--- config.mk ---
export PLATFORM = sky130hd
export DESIGN_NAME = neuron_mac_stream
export DESIGN_NICKNAME = d
export VERILOG_FILES = /design/src/rtl/neuron_mac_stream.sv
export SDC_FILE = /design/constraint.sdc
export NUM_CORES = 1
export LEC_CHECK = 0
export ABC_AREA = 1
export CAP_MARGIN = 10
export CORE_MARGIN = 1
export CORE_UTILIZATION = 40
export CTS_BUF_LIST = sky130_fd_sc_hd__clkbuf_8 sky130_fd_sc_hd__clkbuf_16
export DETAILED_ROUTE_END_ITERATION = 16
export PLACE_DENSITY = 0.64
export SLEW_MARGIN = 20
export SYNTH_ARGS = -nofsm -noshare
export SYNTH_HDL_FRONTEND = slang
export SYNTH_SLANG_ARGS = --single-unit
--- constraint.sdc ---
create_clock -name clk -period 8.7 [get_ports clk]
set_clock_uncertainty 0.1 [all_clocks]
set_input_delay 2.61 -clock clk [delete_from_list [all_inputs] [get_ports clk]]
set_output_delay 2.61 -clock clk [all_outputs]
set_load 0.02 [all_outputs]
--- src/rtl/neuron_mac_stream.sv ---
// Single neuron: streams N_IN signed samples through a programmable-weight MAC
// onto a programmable bias with saturation, then emits an activated result.
module neuron_mac_stream #(
  parameter int N_IN     = 3,
  parameter int DATA_W   = 12,
  parameter int WEIGHT_W = 12,
  parameter int ACC_W    = 26,
  parameter int ADDR_W   = $clog2(N_IN + 1)
) (
  input  logic              clk,
  input  logic              rst,
  input  logic              cfg_we,
  input  logic [ADDR_W-1:0] cfg_addr,
  input  logic [ACC_W-1:0]  cfg_wdata,
  input  logic              relu_en,
  input  logic              in_valid,
  output logic              in_ready,
  input  logic [DATA_W-1:0] in_data,
  output logic              out_valid,
  input  logic              out_ready,
  output logic [ACC_W-1:0]  out_data,
  output logic              out_sat
);

  localparam int PROD_W = DATA_W + WEIGHT_W;
  localparam int CNT_W  = (N_IN > 1) ? $clog2(N_IN) : 1;
  localparam logic [CNT_W-1:0]  LAST      = CNT_W'(N_IN - 1);
  localparam logic [ADDR_W-1:0] BIAS_ADDR = ADDR_W'(N_IN);
  localparam logic signed [ACC_W-1:0] SAT_MAX = {1'b0, {(ACC_W-1){1'b1}}};
  localparam logic signed [ACC_W-1:0] SAT_MIN = {1'b1, {(ACC_W-1){1'b0}}};

  typedef enum logic [1:0] {IDLE, ACCUM, OUT} state_t;

  state_t state, state_next;

  logic [CNT_W-1:0]           cnt;
  logic signed [WEIGHT_W-1:0] w [N_IN];
  logic signed [ACC_W-1:0]    bias;
  logic signed [ACC_W-1:0]    acc;
  logic                       sat_flag;

  logic signed [PROD_W-1:0]   prod;
  logic signed [ACC_W-1:0]    prod_ext;
  logic signed [ACC_W-1:0]    addend;
  logic signed [ACC_W-1:0]    sum;
  logic signed [ACC_W-1:0]    sum_sat;
  logic                       ovf;
  logic                       flag_next;
  logic                       accept;
  logic                       last;

  assign accept = in_valid && in_ready;
  assign last   = (cnt == LAST);

  // The first sample of a vector adds onto the bias instead of the running sum.
  always_comb begin
    prod      = PROD_W'($signed(in_data)) * PROD_W'(w[cnt]);
    prod_ext  = ACC_W'(prod);
    addend    = (cnt == '0) ? bias : acc;
    sum       = addend + prod_ext;
    ovf       = (addend[ACC_W-1] == prod_ext[ACC_W-1]) &&
                (sum[ACC_W-1] != addend[ACC_W-1]);
    sum_sat   = ovf ? (addend[ACC_W-1] ? SAT_MIN : SAT_MAX) : sum;
    flag_next = ovf || ((cnt != '0) && sat_flag);
  end

  always_ff @(posedge clk or posedge rst) begin
    if (rst) begin
      state <= IDLE;
    end else begin
      state <= state_next;
    end
  end

  always_comb begin
    state_next = state;
    unique case (state)
      IDLE:    if (accept) state_next = last ? OUT : ACCUM;
      ACCUM:   if (accept && last) state_next = OUT;
      OUT:     if (out_ready) state_next = IDLE;
      default: state_next = IDLE;
    endcase
  end

  always_comb begin
    in_ready  = (state != OUT) && !rst;
    out_valid = (state == OUT);
  end

  always_ff @(posedge clk or posedge rst) begin
    if (rst) begin
      for (int unsigned i = 0; i < N_IN; i++) w[i] <= '0;
      bias     <= '0;
      acc      <= '0;
      cnt      <= '0;
      sat_flag <= 1'b0;
      out_data <= '0;
      out_sat  <= 1'b0;
    end else begin
      if (state == IDLE && cfg_we) begin
        if (cfg_addr < BIAS_ADDR) begin
          w[cfg_addr[CNT_W-1:0]] <= cfg_wdata[WEIGHT_W-1:0];
        end else if (cfg_addr == BIAS_ADDR) begin
          bias <= cfg_wdata;
        end
      end
      if (accept) begin
        acc      <= sum_sat;
        sat_flag <= flag_next;
        if (last) begin
          cnt      <= '0;
          out_data <= (relu_en && sum_sat[ACC_W-1]) ? '0 : sum_sat;
          out_sat  <= flag_next;
        end else begin
          cnt <= cnt + CNT_W'(1);
        end
      end
    end
  end

endmodule

==> reports/results.ini <==
[floorplan]
dieWidth_um = 180
coreArea_um2 = 31000
initial_core_util_pct = 41.1
die_h_um = 180
die_area_um2 = 32500
num_rows = 64
ioPinCount = 75

[run]
maxCapViolations = 0

[routing]
drt-total-wl_mm = 33.8
drtPass1Iterations = 6
vias = 11000
viasPerCell = 4.88
avgRoutedWirePerCell_um = 15.0
postRouteAntennaNets = 0
route.detailed.drc = 0
drtIter0Drc = 591

[clock_network]
cts_buffer_depth = 2
cts_hold_buf = 0
htree_levels = 4
cts_buffers = 17
cts.sinks = 120
insertion_delay_ns = 0.43
cts_root_buffer = clkbuf_16
cts_tree = built
clkTransAtPathRegs_ns = 0.06

[cells_and_area]
nets = 2109
stdcell_count = 2258
antenna_cells = 0
syn_to_final_growth_pct = 29.8
design_area_um2 = 16500
fillers = 2817
final_layout_size_suffix_gt1_share_pct = 25.8

[place]
placement.io_buffers = 74
dp.final_hpwl_mm = 25.2
place_area_um2 = 14800
gp_congestion = 0.860
place_inst = 2185
pre_cts_ws_ns = -0.966

[global_routing]
grt_use_met2_pct = 37.3
grt_max_degree = 66
met1_usage_pct = 28.6
grt_first_pass_wirelength_mm = 56.5
grt-ovfl-total = 0
grt_pass1_vias = 11500
grtUsageTotal_pct = 21.7
antenna_found_initial = 0
busiest_layer = met2
gr-usage-met3_pct = 3.33

[synth]
syn_area_um2 = 12700
async_reset_ff_share_pct = 100
syn_avg_cell_area_um2 = 7.86
synth.distinct_cells = 48
ys.flop_type = dfrtp_1
synth_nets = 1880
synth_warnings = 0
synth_enable_flop_cells = 0
yosysTopAreaCell = dfrtp_1
synth_seq_area_share_pct = 23.6
synth-seq-cells = 120
syn_inst = 1620
synth_top_cell_area_share_pct = 23.6
post_synth_main_area_contributors = dfrtp_1 24%, fa_1 22%, nand2_1 13%

[timing]
post-route-period-util_pct = 100
fmax_ghz = 0.115
drv_slew = 0
setup_tns_ns = -0.00768
rsz0062_at_grt = yes
hold_viol = 0
setup_violations = 1
slew_headroom_pct = 41.8
worst_slew_pin_slew_ns = 0.873
fin_ws_ns = -0.00768
period_needed_ns = 8.71

[setup_path]
path_max_fanout = 5
required_ns = 8.89
slowest_stage = fa_1
crit_path_end_kind = flop
worst_path_largest_cell_delay_ns = 0.54
critPathKind = input port to flop
crit_arrival_ns = 8.90
path_common_cell = fa_1
crit_path_start_kind = input port

[min_path]
min_path_type = flop to flop

[outcome]
status = complete, but fails checks
violations = setup timing

layout make-up:
cell class	instances	area [µm²]	share of cell area (%)
multi-input cells	1104	8830	53.4
clock inverters	15	153	0.924
flip-flops and latches	120	3000	18.2
well taps	396	495	3.00
repair buffers	265	2330	14.1
clock buffers	17	425	2.57
inverters	341	1290	7.79
cells by family after synthesis:
| family | Yosys count | share of synthesized area [%] |
|---|---|---|
| fa+ha+maj | 214 | 29.2 |
| simple gates | 640 | 22.1 |
| buf+inv | 399 | 12.7 |
| mux | 14 | 1.24 |
| compound gates | 189 | 8.11 |
| flops | 120 | 23.6 |
| xor+xnor | 44 | 3.03 |
registers in the layout (all words and copies together), names as in the netlist:
signal,cells
out_data,26
w,36
bias,26
acc,26
sat_flag,1
cnt,2
out_sat,1
state,2
worst paths after layout:
path                         startpoint            to  slack (ns)  cells after the start
min in group asynchronous           rst      state[1]        2.57                      2
max                         in_data[10]       acc[17]      -0.008                     40
min                        out_data[23]  out_data[23]        0.38                      2
max reg2reg                      cnt[1]       acc[17]        0.67                     38
min reg2reg                out_data[23]  out_data[23]        0.38                      2
max in group asynchronous           rst   out_data[2]        4.58                      3
Yosys cell counts (24+ instances only):
cell      count
nand3_1      24
clkbuf_1     41
fa_1        139
nand2_2      87
o21ai_0     102
dfrtp_1     120
xor2_1       30
inv_1       332
nor2_1       31
ha_1         75
a21oi_1      46
nand2_1     456
repair_timing:
action,CTS,global route
setup endpoints to repair,54,54
endpoints found under the hold margin,0,0
gates resized for setup,110,128
cloned,8,3
pin swaps,38,73
buffers inserted,24,7
layout by cell type (no fill, tap or decap), drive strengths merged:
cell type,netlist,final
nor3,5,5
a22oi,10,10
clkinvlp,0,4
nand3,31,31
mux2,14,14
clkinv,1,2
clkbuf,42,22
xor2,30,30
fa,139,139
buf,16,198
or2,12,12
o221ai,2,2
clkdlybuf4s50,0,62
o21bai,3,3
nor4,2,2
nand4,8,8
nor2,33,33
a21o,1,1
a21boi,1,1
a21oi,47,47
nand3b,2,2
xnor2,14,14
inv,340,349
a31oi,2,2
dfrtp,120,120
bufinv,0,1
nand2,546,549
nor3b,1,1
o211ai,2,2
ha,75,75
o21ai,120,120
a41oi,1,1
routing by layer:
layer,vias up,share of wire [%]
met5,-,0
li1,5358,-
met3,47,4.6
met1,5398,44
met2,224,50
met4,0,1.9
per-stage QoR:
step,hold WS [ns],utilization [%]
floorplan,0.344,-
global placement,0.366,47.9
detailed placement,0.371,47.9
CTS,0.388,51.6
global route,0.408,53.3
finish,0.380,53.3
worst max-delay path: cells and delay by family:
family | cells | cell delay, ns
buffers and inverters | 10 | 0.85
XOR/XNOR | 1 | 0.16
adder cells (fa/ha/maj) | 7 | 3.05
AO/OA/AOI/OAI | 10 | 1.22
AND/OR/NAND/NOR | 12 | 1.00
Power is left out: the tool's default activity adds up to more than one toggle a clock period on the data nets, which glitch-free logic cannot reach.
